===== src/rtl/adam_clk_div_ctrl.sv =====
// Divisor/enable sequencer for adam_clk_div: gates the divider, drains, loads a new
// divisor, holds the divided domain in reset, then re-enables the divider.
module adam_clk_div_ctrl #(
  parameter int unsigned WIDTH        = 1,
  parameter int unsigned DEFAULT_DIV  = 0,
  parameter int unsigned DRAIN_CYCLES = 2,
  parameter int unsigned RST_CYCLES   = 1
) (
  input  logic             clk,
  input  logic             rst_n,
  input  logic [WIDTH-1:0] req_div,
  input  logic             req_valid,
  output logic             req_ready,
  output logic [WIDTH-1:0] div,
  output logic             div_en,
  output logic             sub_rst_n,
  output logic             busy,
  output logic             done
);

  localparam int unsigned MAX_CYCLES = (DRAIN_CYCLES > RST_CYCLES) ? DRAIN_CYCLES : RST_CYCLES;
  localparam int unsigned CNT_W      = (MAX_CYCLES > 1) ? $clog2(MAX_CYCLES) : 1;
  localparam logic [CNT_W-1:0] DRAIN_LOAD = CNT_W'(DRAIN_CYCLES - 1);
  localparam logic [CNT_W-1:0] RST_LOAD   = CNT_W'(RST_CYCLES - 1);
  localparam logic [WIDTH-1:0] DIV_RESET  = WIDTH'(DEFAULT_DIV);

  typedef enum logic [1:0] {
    IDLE,
    DRAIN,
    RESET
  } state_t;

  state_t           state, state_nx;
  logic [CNT_W-1:0] cnt, cnt_nx;
  logic [WIDTH-1:0] pending, pending_nx;
  logic             req_flag, req_flag_nx;
  logic [WIDTH-1:0] div_nx;
  logic             div_en_nx, sub_rst_n_nx, req_ready_nx, busy_nx, done_nx;

  // Reset lands in RESET so power-on runs the same release sequence as a request,
  // with req_flag low so no done pulse is produced.
  always_ff @(posedge clk or negedge rst_n) begin
    if (!rst_n) begin
      state     <= RESET;
      cnt       <= RST_LOAD;
      pending   <= DIV_RESET;
      req_flag  <= 1'b0;
      div       <= DIV_RESET;
      div_en    <= 1'b0;
      sub_rst_n <= 1'b0;
      req_ready <= 1'b0;
      busy      <= 1'b1;
      done      <= 1'b0;
    end else begin
      state     <= state_nx;
      cnt       <= cnt_nx;
      pending   <= pending_nx;
      req_flag  <= req_flag_nx;
      div       <= div_nx;
      div_en    <= div_en_nx;
      sub_rst_n <= sub_rst_n_nx;
      req_ready <= req_ready_nx;
      busy      <= busy_nx;
      done      <= done_nx;
    end
  end

  always_comb begin
    state_nx     = state;
    cnt_nx       = cnt;
    pending_nx   = pending;
    req_flag_nx  = req_flag;
    div_nx       = div;
    div_en_nx    = div_en;
    sub_rst_n_nx = sub_rst_n;
    req_ready_nx = req_ready;
    busy_nx      = busy;
    done_nx      = 1'b0;

    case (state)
      IDLE: begin
        if (req_valid && req_ready) begin
          pending_nx   = req_div;
          req_flag_nx  = 1'b1;
          div_en_nx    = 1'b0;
          req_ready_nx = 1'b0;
          busy_nx      = 1'b1;
          cnt_nx       = DRAIN_LOAD;
          state_nx     = DRAIN;
        end
      end
      DRAIN: begin
        if (cnt == '0) begin
          div_nx       = pending;
          sub_rst_n_nx = 1'b0;
          cnt_nx       = RST_LOAD;
          state_nx     = RESET;
        end else begin
          cnt_nx = cnt - CNT_W'(1);
        end
      end
      RESET: begin
        if (cnt == '0) begin
          sub_rst_n_nx = 1'b1;
          div_en_nx    = 1'b1;
          done_nx      = req_flag;
          req_flag_nx  = 1'b0;
          busy_nx      = 1'b0;
          req_ready_nx = 1'b1;
          state_nx     = IDLE;
        end else begin
          cnt_nx = cnt - CNT_W'(1);
        end
      end
      default: begin
        cnt_nx   = RST_LOAD;
        state_nx = RESET;
      end
    endcase
  end

endmodule


===== config.mk =====
export PLATFORM = sky130hd
export DESIGN_NAME = adam_clk_div_ctrl
export DESIGN_NICKNAME = d
export VERILOG_FILES = /design/src/rtl/adam_clk_div_ctrl.sv
export SDC_FILE = /design/constraint.sdc
export NUM_CORES = 1
export LEC_CHECK = 0
export BUFFER_PORTS_ARGS = -buffer_cell sky130_fd_sc_hd__buf_2
export CORE_AREA = 2 2 39 41
export DETAILED_ROUTE_END_ITERATION = 10
export DIE_AREA = 0 0 41 43
export GPL_TIMING_DRIVEN = 0
export SYNTH_ARGS = -nofsm -noshare
export SYNTH_HDL_FRONTEND = slang
export SYNTH_SLANG_ARGS = --single-unit

===== constraint.sdc =====
create_clock -name clk -period 1.5 [get_ports clk]
set_input_delay 0.15 -clock clk [delete_from_list [all_inputs] [get_ports clk]]
set_output_delay 0.15 -clock clk [all_outputs]
set_load 0.02 [all_outputs]

[Word level (Yosys, flattened, before mapping)]
Index checks and enable logic that the tools add are counted.
Operators by class
  bitwise operators: 1
  mux-type cells: 15
  div/mod/pow operators: 0
  $lt $le $gt $ge: 0
  shift operators: 0
  add/subtract/negate cells: 1
  $mul: 0
  reductions and logical operators: 10
  equal/unequal tests: 5
Operator list (count)
  3-bit AND reduction: 3
  1-bit one-hot mux with 2 select lines: 4
  1-bit 2-to-1 mux: 7
  2-bit 2-to-1 mux: 3
  2-bit inequality test (second input constant): 3
  2-bit one-hot mux with 3 select lines: 1
  2-bit AND reduction: 2
  2-bit nonzero test: 2
  2-bit by 1-bit == test with 1-bit output (second input constant): 1
  2-bit == test (second input constant): 1
  2-bit zero test: 1
  2-bit OR reduction: 1
  1-bit logical AND: 1
  1-bit NOT: 1
  1-bit subtractor (second input constant): 1
Storage, ports and cells
  latch bits: 0
  input port bits: 4
  bits in read-only memories: 0
  register bits: 10
  word-level logic and storage cells: 41
  output and inout port bits: 6
  memories kept: 0
  memory bits (writable): 0

[Depth between registers and ports, before layout]
Gate-level depths: netlist of the first run.
  word-level depth: 3
  gate-level depth with buffers: 4
  gate-level depth less buffers: 3

[Least setup slack after synthesis of the first run]
Ideal clock, no wire load.
  kind: reg2reg
  start point: register div_en (netlist name)
  end point: register pending
  clock period less this slack: 1160 ps
  library setup time: 125 ps
  path buffers: 0
  stages on the path, launching flop included: 4
  setup slack: 340 ps
  data required time: 1375 ps
  arrival: 1035 ps
  cell sequence: dfrtp_1 nand3b_1 nor2_1 mux2_4
RTL lines
  end signal, assigned: RTL line 57  | pending <= pending_nx;
  end, declared: RTL line 35  | logic [WIDTH-1:0] pending, pending_nx;

[Worst setup path after layout of the first run]
  start point: register state[1]
  end point: register pending
Between the ends
  word-level cells in the longest chain between the ends: 2
RTL lines
  start, declared: RTL line 33  | state_t state, state_nx;
  start signal, assigned: RTL line 55  | state <= state_nx;
  2-bit zero test: RTL line 80  | case (state)
  2-bit AND reduction (no line)
Every way passes these cells.
A chain may end at the register's enable or synchronous reset.

==> impl_metrics.env, run 1 <==
export IMPL_synth_simple_area_share_pct=11.7
export IMPL_area_delta_synth_final_pct=24.7
export IMPL_synth_edf_count=0
export IMPL_rsz0062_at_grt="false"
export IMPL_finalSetupViolations=0
export IMPL_cp_data_required_time_ps=1660
export IMPL_synth_xor_area_share_pct=0
export IMPL_regToRegStartpoint="state[1]"
export IMPL_synthAdderAreaFrac_pct=0
export IMPL_grt_pass1_wl_mm=1.38
export IMPL_wl_um=793
export IMPL_dr_total_vias=331
export IMPL_drtPass1Iterations=5
export IMPL_grt_pass1_vias=328
export IMPL_cts_repair_resized=0
export IMPL_ys_flop_type="dfrtp_1"
export IMPL_synth_area_leaders="dfrtp_1 (44%), dfstp_2 (12%), o21ai_0 (6.7%)"
export IMPL_fill_cells=136
export IMPL_min_from="req_div"
export IMPL_cap_violations=0
export IMPL_synth_compound_area_share_pct=14.4
export IMPL_synthCells=40
export IMPL_leakage_nw=0.279
export IMPL_post_cts_buffers=0
export IMPL_r2r_cells=3
export IMPL_die_w_um=41
export IMPL_routedWlPerCell_um=11.3
export IMPL_cts_root_buffer="clkbuf_4"
export IMPL_hold_viol_final=0
export IMPL_fin_tns_setup_ps=0
export IMPL_start_util_pct=32.5
export IMPL_hold_class="in2reg"
export IMPL_worst_pin_slew_ps=227
export IMPL_reg2reg_setup_slack_ps=320
export IMPL_rows=14
export IMPL_post_synth_top_count_cell="dfrtp_1"
export IMPL_vdd_drop_max_mv=0.981
export IMPL_antenna_left=0
export IMPL_fin_crit_sh_pct=78.5
export IMPL_fin_nets=59
export IMPL_max_slew_margin_rel_pct=84.9
export IMPL_power_density_nw_per_um2=2010
export IMPL_syn_mean_instance_area_um2=11.3
export IMPL_whs_path_depth=2
export IMPL_p_total_mw=1.13
export IMPL_cts_made_buffers=3
export IMPL_r2r_end="pending"
export IMPL_ys_ff_latch=10
export IMPL_drt_iter0_drc=7
export IMPL_synth_area_um2=450
export IMPL_slew_violations=0
export IMPL_cp_end_kind="flop"
export IMPL_die_h_um=43
export IMPL_yosysSeqAreaShare_pct=56.1
export IMPL_clock_sinks=10
export IMPL_drive_gt1_share_pct=44.4
export IMPL_status="complete, no violations"
export IMPL_yosys_warnings=0
export IMPL_antenna_found_initial=0
export IMPL_clk_latency_ps=270
export IMPL_cts_max_level=1
export IMPL_via_per_inst=4.73
export IMPL_postLayoutCoreUtil_pct=40.6
export IMPL_worstPathMaxFanout=10
export IMPL_gr_total_overflow=0
export IMPL_dp_cells=65
export IMPL_clk_pin_slew_ps=70
export IMPL_syn_nets=44
export IMPL_antenna_cells=0
export IMPL_dp_slack_ps=337
export IMPL_io_pins=10
export IMPL_synth_async_sr_flop_share_pct=100
export IMPL_worstPathArrival_ps=1330
export IMPL_synth_cell_type_count=17
export IMPL_fin_ws_ps=322
export IMPL_core_um2=1380
export IMPL_cts_tree="done"
export IMPL_gp_congestion=0.695
export IMPL_hpwlAfterDp_um=532
export IMPL_io_buffer_count=9
export IMPL_synth_top_cell_by_area="dfrtp_1"
export IMPL_ctsLongestPathBuffers=2
export IMPL_fmax_mhz=849
export IMPL_cp_start_kind="flop"
export IMPL_whs_endpoint="pending"
export IMPL_post_synth_top_area_fraction_pct=44.4
export IMPL_muxShareOfSynthArea_pct=9.17
export IMPL_skew_ps=2.44
export IMPL_post_route_min_period_ps=1180
export IMPL_stdcell_count=70
export IMPL_netlist_top_cells_count="dfrtp_1 (8), o21ai_0 (6), nand2_1 (4), nor2_1 (3)"
export IMPL_grt_max_degree=11
export IMPL_crit_type="reg2reg"
export IMPL_grtUsageTotal_pct=12.3
export IMPL_remaining_drc_errors=0
export IMPL_fp_dieArea_um2=1760
export IMPL_synth_top_family_by_area="compound AO/OA/AOI/OAI gates"
## power by group
group / switching (mW) / total (mW) / internal (mW) / leakage (nW)
clock network: 0.0984 / 0.246 / 0.147 / 0.0210
registers: 0.0598 / 0.446 / 0.386 / 0.121
logic: 0.226 / 0.437 / 0.211 / 0.137
## metrics by stage
step           instance area (um2)  hold WS (ps)
2_1_floorplan                  450          -146
3_3_place_gp                   515          24.1
3_5_place_dp                   515          21.3
4_1_cts                        562           118
5_1_grt                        562           119
6_report                       562           122
## sequential cells by signal, summed over array words and instances, names as in the netlist
| signal | flops |
|---|---|
| div | 1 |
| busy | 1 |
| sub_rst_n | 1 |
| done | 1 |
| pending | 1 |
| cnt | 1 |
| div_en | 1 |
| req_flag | 1 |
| state | 2 |
## metal layers
metal	vias up	wire [um]	track usage, %
met3	2	43	4.71
li1	169	-	-
met4	0	7	10.0
met1	152	385	16.3
met5	-	0	0
met2	8	356	15.0
## how the worst max path moves through the flow
stage | from | to | slack, ps | depth (start not counted)
2_1_floorplan | div_en | pending | 340 | 3
3_3_place_gp | state[1] | pending | 350 | 3
3_5_place_dp | state[1] | pending | 340 | 3
4_1_cts | state[1] | pending | 320 | 3
5_1_grt | state[1] | pending | 280 | 3
6_report | state[1] | pending | 320 | 3
## layout by cell type, fill, tap and decap left out, drive strengths merged
cell type     n
a211oi        1
a21oi         2
a2bb2oi       2
and4bb        1
buf          13
clkbuf        4
dfrtp         8
dfstp         2
dlygate4sd3   1
inv           2
mux2          3
nand2         4
nand3b        1
nor2          4
o21ai         6
## worst max-delay path, stage by stage, from the launching register on
cell and delay, ps:
dfstp_2 540, buf_4 160, nor2_1 80, mux2_4 290
## final cells by class
cell class | instances | area [um2] | area share [%]
flip-flops and latches | 10 | 253 | 45.0
inverters | 2 | 7.51 | 1.34
multi-input cells | 24 | 159 | 28.3
well taps | 16 | 20.0 | 3.56
clock buffers | 4 | 36.3 | 6.46
repair buffers | 10 | 55.1 | 9.80
plain buffers | 4 | 31.3 | 5.57
## cell families after synthesis
kind of cell           after synthesis
AO/OA/AOI/OAI                       11
flip-flops                          10
AND/OR/NAND/NOR                     10
buffers and inverters                6
multiplexers                         3
## timing repair
action / in CTS / in global routing
hold endpoints to repair: 10 / 0
hold buffers: 1 / 0
endpoints found under the setup margin: 0 / 0
No activity file was read; power rests on OpenSTA's default activity.
==> run 2, diff against run 1 <==
ABC_AREA = 1   (was default)
clock period = 1.11 ns   (was 1.5 ns; I/O delays follow)
==> impl_metrics.env, run 2 <==
export IMPL_r2r_cells=4
export IMPL_slew_violations=0
export IMPL_leakage_nw=0.307
export IMPL_clock_sinks=10
export IMPL_synth_edf_count=0
export IMPL_place_area_um2=470
export IMPL_core_um2=1380
export IMPL_fp_dieArea_um2=1760
export IMPL_whs_path_depth=3
export IMPL_cts_tree="done"
export IMPL_crit_chain="buf_2"
export IMPL_dr_total_vias=301
export IMPL_whs_endpoint="pending"
export IMPL_fmax_mhz=951
export IMPL_wl_um=721
export IMPL_crit_type="reg2out"
export IMPL_gr_total_overflow=0
export IMPL_grt_pass1_wl_mm=1.17
export IMPL_fin_crit_sh_pct=94.7
export IMPL_fin_area_um2=524
export IMPL_routedWlPerCell_um=9.88
export IMPL_hold_viol_final=0
export IMPL_regToRegStartpoint="state[0]"
export IMPL_start_util_pct=29.3
export IMPL_ys_flop_type="dfrtp_1"
export IMPL_cp_data_required_time_ps=1000
export IMPL_synth_cell_type_count=12
export IMPL_slowest_delay_ps=530
export IMPL_max_slew_margin_rel_pct=84.0
export IMPL_clk_latency_ps=260
export IMPL_gp_congestion=0.706
export IMPL_hpwlAfterDp_um=506
export IMPL_synth_area_um2=405
export IMPL_clk_pin_slew_ps=70
export IMPL_r2r_end="div_en"
export IMPL_antenna_cells=0
export IMPL_fin_nets=62
export IMPL_fin_hold_ws_ps=74.4
export IMPL_drtPass1Iterations=3
export IMPL_clockPowerShare_pct=20.0
export IMPL_netlist_top_cells_count="nand2_1 (17), dfrtp_1 (8), inv_1 (5), nand3_1 (3), dfstp_2 (2)"
export IMPL_cts_repair_resized=0
export IMPL_grt_use_met1_pct=13.2
export IMPL_largest_reg_flops=2
export IMPL_swShare_pct=38.5
export IMPL_cap_violations=0
export IMPL_hold_class="in2reg"
export IMPL_die_w_um=41
export IMPL_worst_pin_slew_ps=240
export IMPL_cts_max_level=1
export IMPL_worst_path_max_delay_cell="dfstp_2"
export IMPL_grtUsageTotal_pct=10.1
export IMPL_finalSetupViolations=0
export IMPL_post_synth_top_area_fraction_pct=49.4
export IMPL_rows=14
export IMPL_area_delta_synth_final_pct=29.3
export IMPL_grt_busiest_layer="met1"
export IMPL_worstPathMaxFanout=2
export IMPL_power_density_nw_per_um2=3090
export IMPL_pwr_share_seq_pct=40.7
export IMPL_die_h_um=43
export IMPL_largest_register="state"
export IMPL_status="complete, no violations"
export IMPL_post_synth_top_count_cell="nand2_1"
export IMPL_gr_usage_met2_pct=13.1
export IMPL_final_cell_mix="nand2_1 (17), buf_2 (9), dfrtp_1 (8), inv_1 (5)"
export IMPL_cp_top_family="flip-flops"
export IMPL_skew_ps=7.93
export IMPL_grt_use_met3_pct=4.71
export IMPL_grt_pass1_vias=285
export IMPL_io_buffer_count=9
export IMPL_cts_root_buffer="clkbuf_4"
export IMPL_crit_buf_inv=1
export IMPL_vdd_drop_max_mv=0.842
export IMPL_drt_iter0_drc=3
export IMPL_antenna_found_initial=0
export IMPL_rsz0062_at_grt="false"
export IMPL_reg2reg_setup_slack_ps=130
export IMPL_syn_nets=46
export IMPL_cp_start_kind="flop"
export IMPL_fill_cells=140
export IMPL_drive_gt1_share_pct=35.1
export IMPL_ctsLongestPathBuffers=2
export IMPL_fin_tns_setup_ps=0
export IMPL_via_per_inst=4.12
export IMPL_synth_area_leaders="dfrtp_1 (49%), nand2_1 (16%), dfstp_2 (13%)"
export IMPL_yosys_warnings=0
export IMPL_yosysSeqAreaShare_pct=62.3
export IMPL_final_common_cell="nand2_1"
export IMPL_synth_async_sr_flop_share_pct=100
export IMPL_min_from="req_div"
export IMPL_ys_ff_latch=10
export IMPL_syn_mean_instance_area_um2=9.65
export IMPL_p_int_uw=996
export IMPL_p_switching_uw=624
export IMPL_synth_top_cell_by_area="dfrtp_1"
export IMPL_cp_end_kind="output port"
export IMPL_p_comb_share_pct=39.3
export IMPL_worstPathArrival_ps=940
export IMPL_io_pins=10
export IMPL_post_route_min_period_ps=1050
export IMPL_grt_max_degree=11
export IMPL_cts_made_buffers=3
export IMPL_synthCells=42
export IMPL_antenna_left=0
export IMPL_remaining_drc_errors=0
run 2: cell count changes in the layout (fill, tap and decap cells not counted), moves of 2 or more:
cell / before / now
inv_1: 2 / 5
a21oi_1: 2 / 0
a2bb2oi_1: 2 / 0
nand3_1: 0 / 3
o21ai_0: 6 / 1
nor2_1: 3 / 1
mux2_4: 2 / 0
nand2_1: 4 / 17
run 2: layout make-up:
class | count | area [um2] | area share [%]
Clock buffer | 4 | 36.3 | 6.92
Sequential cell | 10 | 253 | 48.2
Timing Repair Buffer | 11 | 62.6 | 11.9
Buffer | 1 | 7.51 | 1.43
Multi-Input combinational cell | 26 | 126 | 24.1
Tap cell | 16 | 20.0 | 3.82
Inverter | 5 | 18.8 | 3.58
run 2: routing by layer:
layer / part of all wire [%] / vias to the layer above
li1: - / 157
met2: 42 / 7
met1: 52 / 135
met4: 1.9 / 0
met3: 3.7 / 2
met5: 0 / -
run 2: stage by stage:
step                      instances  setup WS [ps]  total power, mW  util (%)
after floorplan                  42            188             1.10         -
after global placement           67            169             1.26      34.0
after detailed placement         67            144             1.28      34.0
after CTS                        72           38.8             1.61      37.3
after global routing             73           23.8             1.75      37.9
final                            73           58.7             1.62      37.9
run 2: what timing repair did:
item	CTS	global route
buffers inserted	0	1
endpoints found under the setup margin	0	1
endpoints found under the hold margin	10	0
hold buffers	1	0
run 2: kinds of logic after synthesis:
family	share of synthesized area, %
compound gates	1.23
simple gates	29.9
buf+inv	6.48
flops	62.3
run 2: worst max-delay path by stage:
stage	startpoint	endpoint	slack [ps]	cells past startpoint
after CTS	div_en	req_ready	40	2
after global routing	div_en	req_ready	20	2
final	busy	busy	60	1
after floorplan	div_en	div_en	190	5
after detailed placement	state[0]	div_en	140	4
after global placement	state[0]	pending	170	4
run 2: power by group through the flow:
stage | logic, mW | registers, mW | clock network (mW)
3_3_place_gp | 0.596 | 0.664 | 0
4_1_cts | 0.613 | 0.665 | 0.332
3_5_place_dp | 0.607 | 0.672 | 0
6_report | 0.637 | 0.660 | 0.323
2_1_floorplan | 0.349 | 0.755 | 0
5_1_grt | 0.708 | 0.684 | 0.362
==> run 3, diff against run 2 <==
PLACE_DENSITY = 0.52   (was default)
==> impl_metrics.env, run 3 (synthesis results as in run 2) <==
export IMPL_clk_latency_ps=270
export IMPL_fmax_mhz=946
export IMPL_cts_max_level=1
export IMPL_finalSetupViolations=0
export IMPL_hold_class="in2reg"
export IMPL_worst_path_max_delay_cell="dfrtp_1"
export IMPL_routedWlPerCell_um=9.60
export IMPL_r2r_cells=4
export IMPL_post_cts_buffers=0
export IMPL_grt_max_degree=11
export IMPL_core_um2=1380
export IMPL_cp_top_family="flip-flops"
export IMPL_hold_buffers=1
export IMPL_start_util_pct=29.3
export IMPL_power_density_nw_per_um2=3090
export IMPL_place_area_um2=470
export IMPL_cts_made_buffers=3
export IMPL_whs_endpoint="pending"
export IMPL_min_from="req_div"
export IMPL_io_buffer_count=9
export IMPL_wl_um=691
export IMPL_crit_chain="buf_4 > buf_2"
export IMPL_grtUsageTotal_pct=10.7
export IMPL_fin_nets=61
export IMPL_regToRegStartpoint="state[0]"
export IMPL_gr_total_overflow=0
export IMPL_cp_start_kind="flop"
export IMPL_largest_reg_flops=2
export IMPL_whs_path_depth=3
export IMPL_cts_tree="done"
export IMPL_cp_data_required_time_ps=1000
export IMPL_post_route_min_period_ps=1060
export IMPL_drt_iter0_drc=10
export IMPL_via_per_inst=4.26
export IMPL_fp_dieArea_um2=1760
export IMPL_crit_buf_inv=2
export IMPL_max_slew_margin_rel_pct=85.2
export IMPL_cts_root_buffer="clkbuf_4"
export IMPL_cp_end_kind="output port"
export IMPL_rsz0062_at_grt="false"
export IMPL_worst_pin_slew_ps=222
export IMPL_crit_type="reg2out"
export IMPL_worstPathArrival_ps=950
export IMPL_rows=14
export IMPL_fin_tns_setup_ps=0
export IMPL_worstPathMaxFanout=4
export IMPL_area_delta_synth_final_pct=27.5
export IMPL_final_common_cell="nand2_1"
export IMPL_drtPass1Iterations=6
export IMPL_hold_viol_final=0
export IMPL_grt_pass1_wl_mm=1.17
export IMPL_grt_pass1_vias=291
export IMPL_largest_register="state"
export IMPL_die_h_um=43
export IMPL_remaining_drc_errors=0
export IMPL_antenna_left=0
export IMPL_r2r_end="div_en"
export IMPL_fin_area_um2=517
export IMPL_vdd_drop_max_mv=1.14
export IMPL_clk_pin_slew_ps=70
export IMPL_final_cell_mix="nand2_1 (17), buf_2 (9), dfrtp_1 (8), inv_1 (5)"
export IMPL_antenna_cells=0
export IMPL_reg2reg_setup_slack_ps=160
export IMPL_clock_sinks=10
export IMPL_leakage_nw=0.302
export IMPL_slew_violations=0
export IMPL_slowest_delay_ps=400
export IMPL_drive_gt1_share_pct=33.9
export IMPL_skew_ps=5.14
export IMPL_fin_crit_sh_pct=95.3
export IMPL_dr_total_vias=307
export IMPL_cts_repair_resized=0
export IMPL_status="complete, no violations"
export IMPL_gp_congestion=0.676
export IMPL_io_pins=10
export IMPL_cap_violations=0
export IMPL_die_w_um=41
export IMPL_ctsLongestPathBuffers=2
export IMPL_antenna_found_initial=0
export IMPL_hpwlAfterDp_um=518
## run 3: cell count changes in the layout (fill, tap and decap cells not counted), sizes merged
cell  before  now
buf       11   10
## run 3: power by group
group / switching (mW) / internal (mW)
sequential: 0.109 / 0.549
clock: 0.132 / 0.199
combinational: 0.379 / 0.227
## run 3: worst max-delay path by stage
stage / startpoint / to / slack, ps / depth (start not counted)
detailed placement: state[0] / div_en / 170 / 4
global placement: state[0] / pending / 160 / 4
floorplan: div_en / div_en / 190 / 5
global route: div_en / req_ready / 2 / 2
CTS: div_en / req_ready / 40 / 2
finish: div_en / req_ready / 50 / 2
## run 3: worst reg2reg max path: cells and delay by family, from the launching register on
kind / cells / cell delay, ps
flip-flops: 1 / 440
AND/OR/NAND/NOR: 4 / 410
## run 3: per-stage QoR
stage	instances	total power, mW	setup slack, ps	hold WS [ps]	utilization [%]
3_3_place_gp	67	1.26	160	-17.5	34.0
2_1_floorplan	42	1.10	188	-185	-
6_report	72	1.60	52.5	80.0	37.3
5_1_grt	72	1.72	1.93	95.5	37.3
4_1_cts	72	1.62	37.9	74.4	37.3
3_5_place_dp	67	1.28	165	-14.4	34.0
## run 3: cell type report
type                    instances  area, um2
multi-input cells              26        126
flip-flops and latches         10        253
inverters                       5       18.8
well taps                      16       20.0
repair buffers                 10       55.1
fillers                       148        867
plain buffers                   1       7.51
clock buffers                   4       36.3
## run 3: routing by layer
layer	share of wire (%)	GRT usage [%]	up-vias
met5	0	0	-
met4	1.4	10.0	0
met1	48	13.9	143
li1	-	-	155
met2	46	12.5	7
met3	4.9	4.71	2
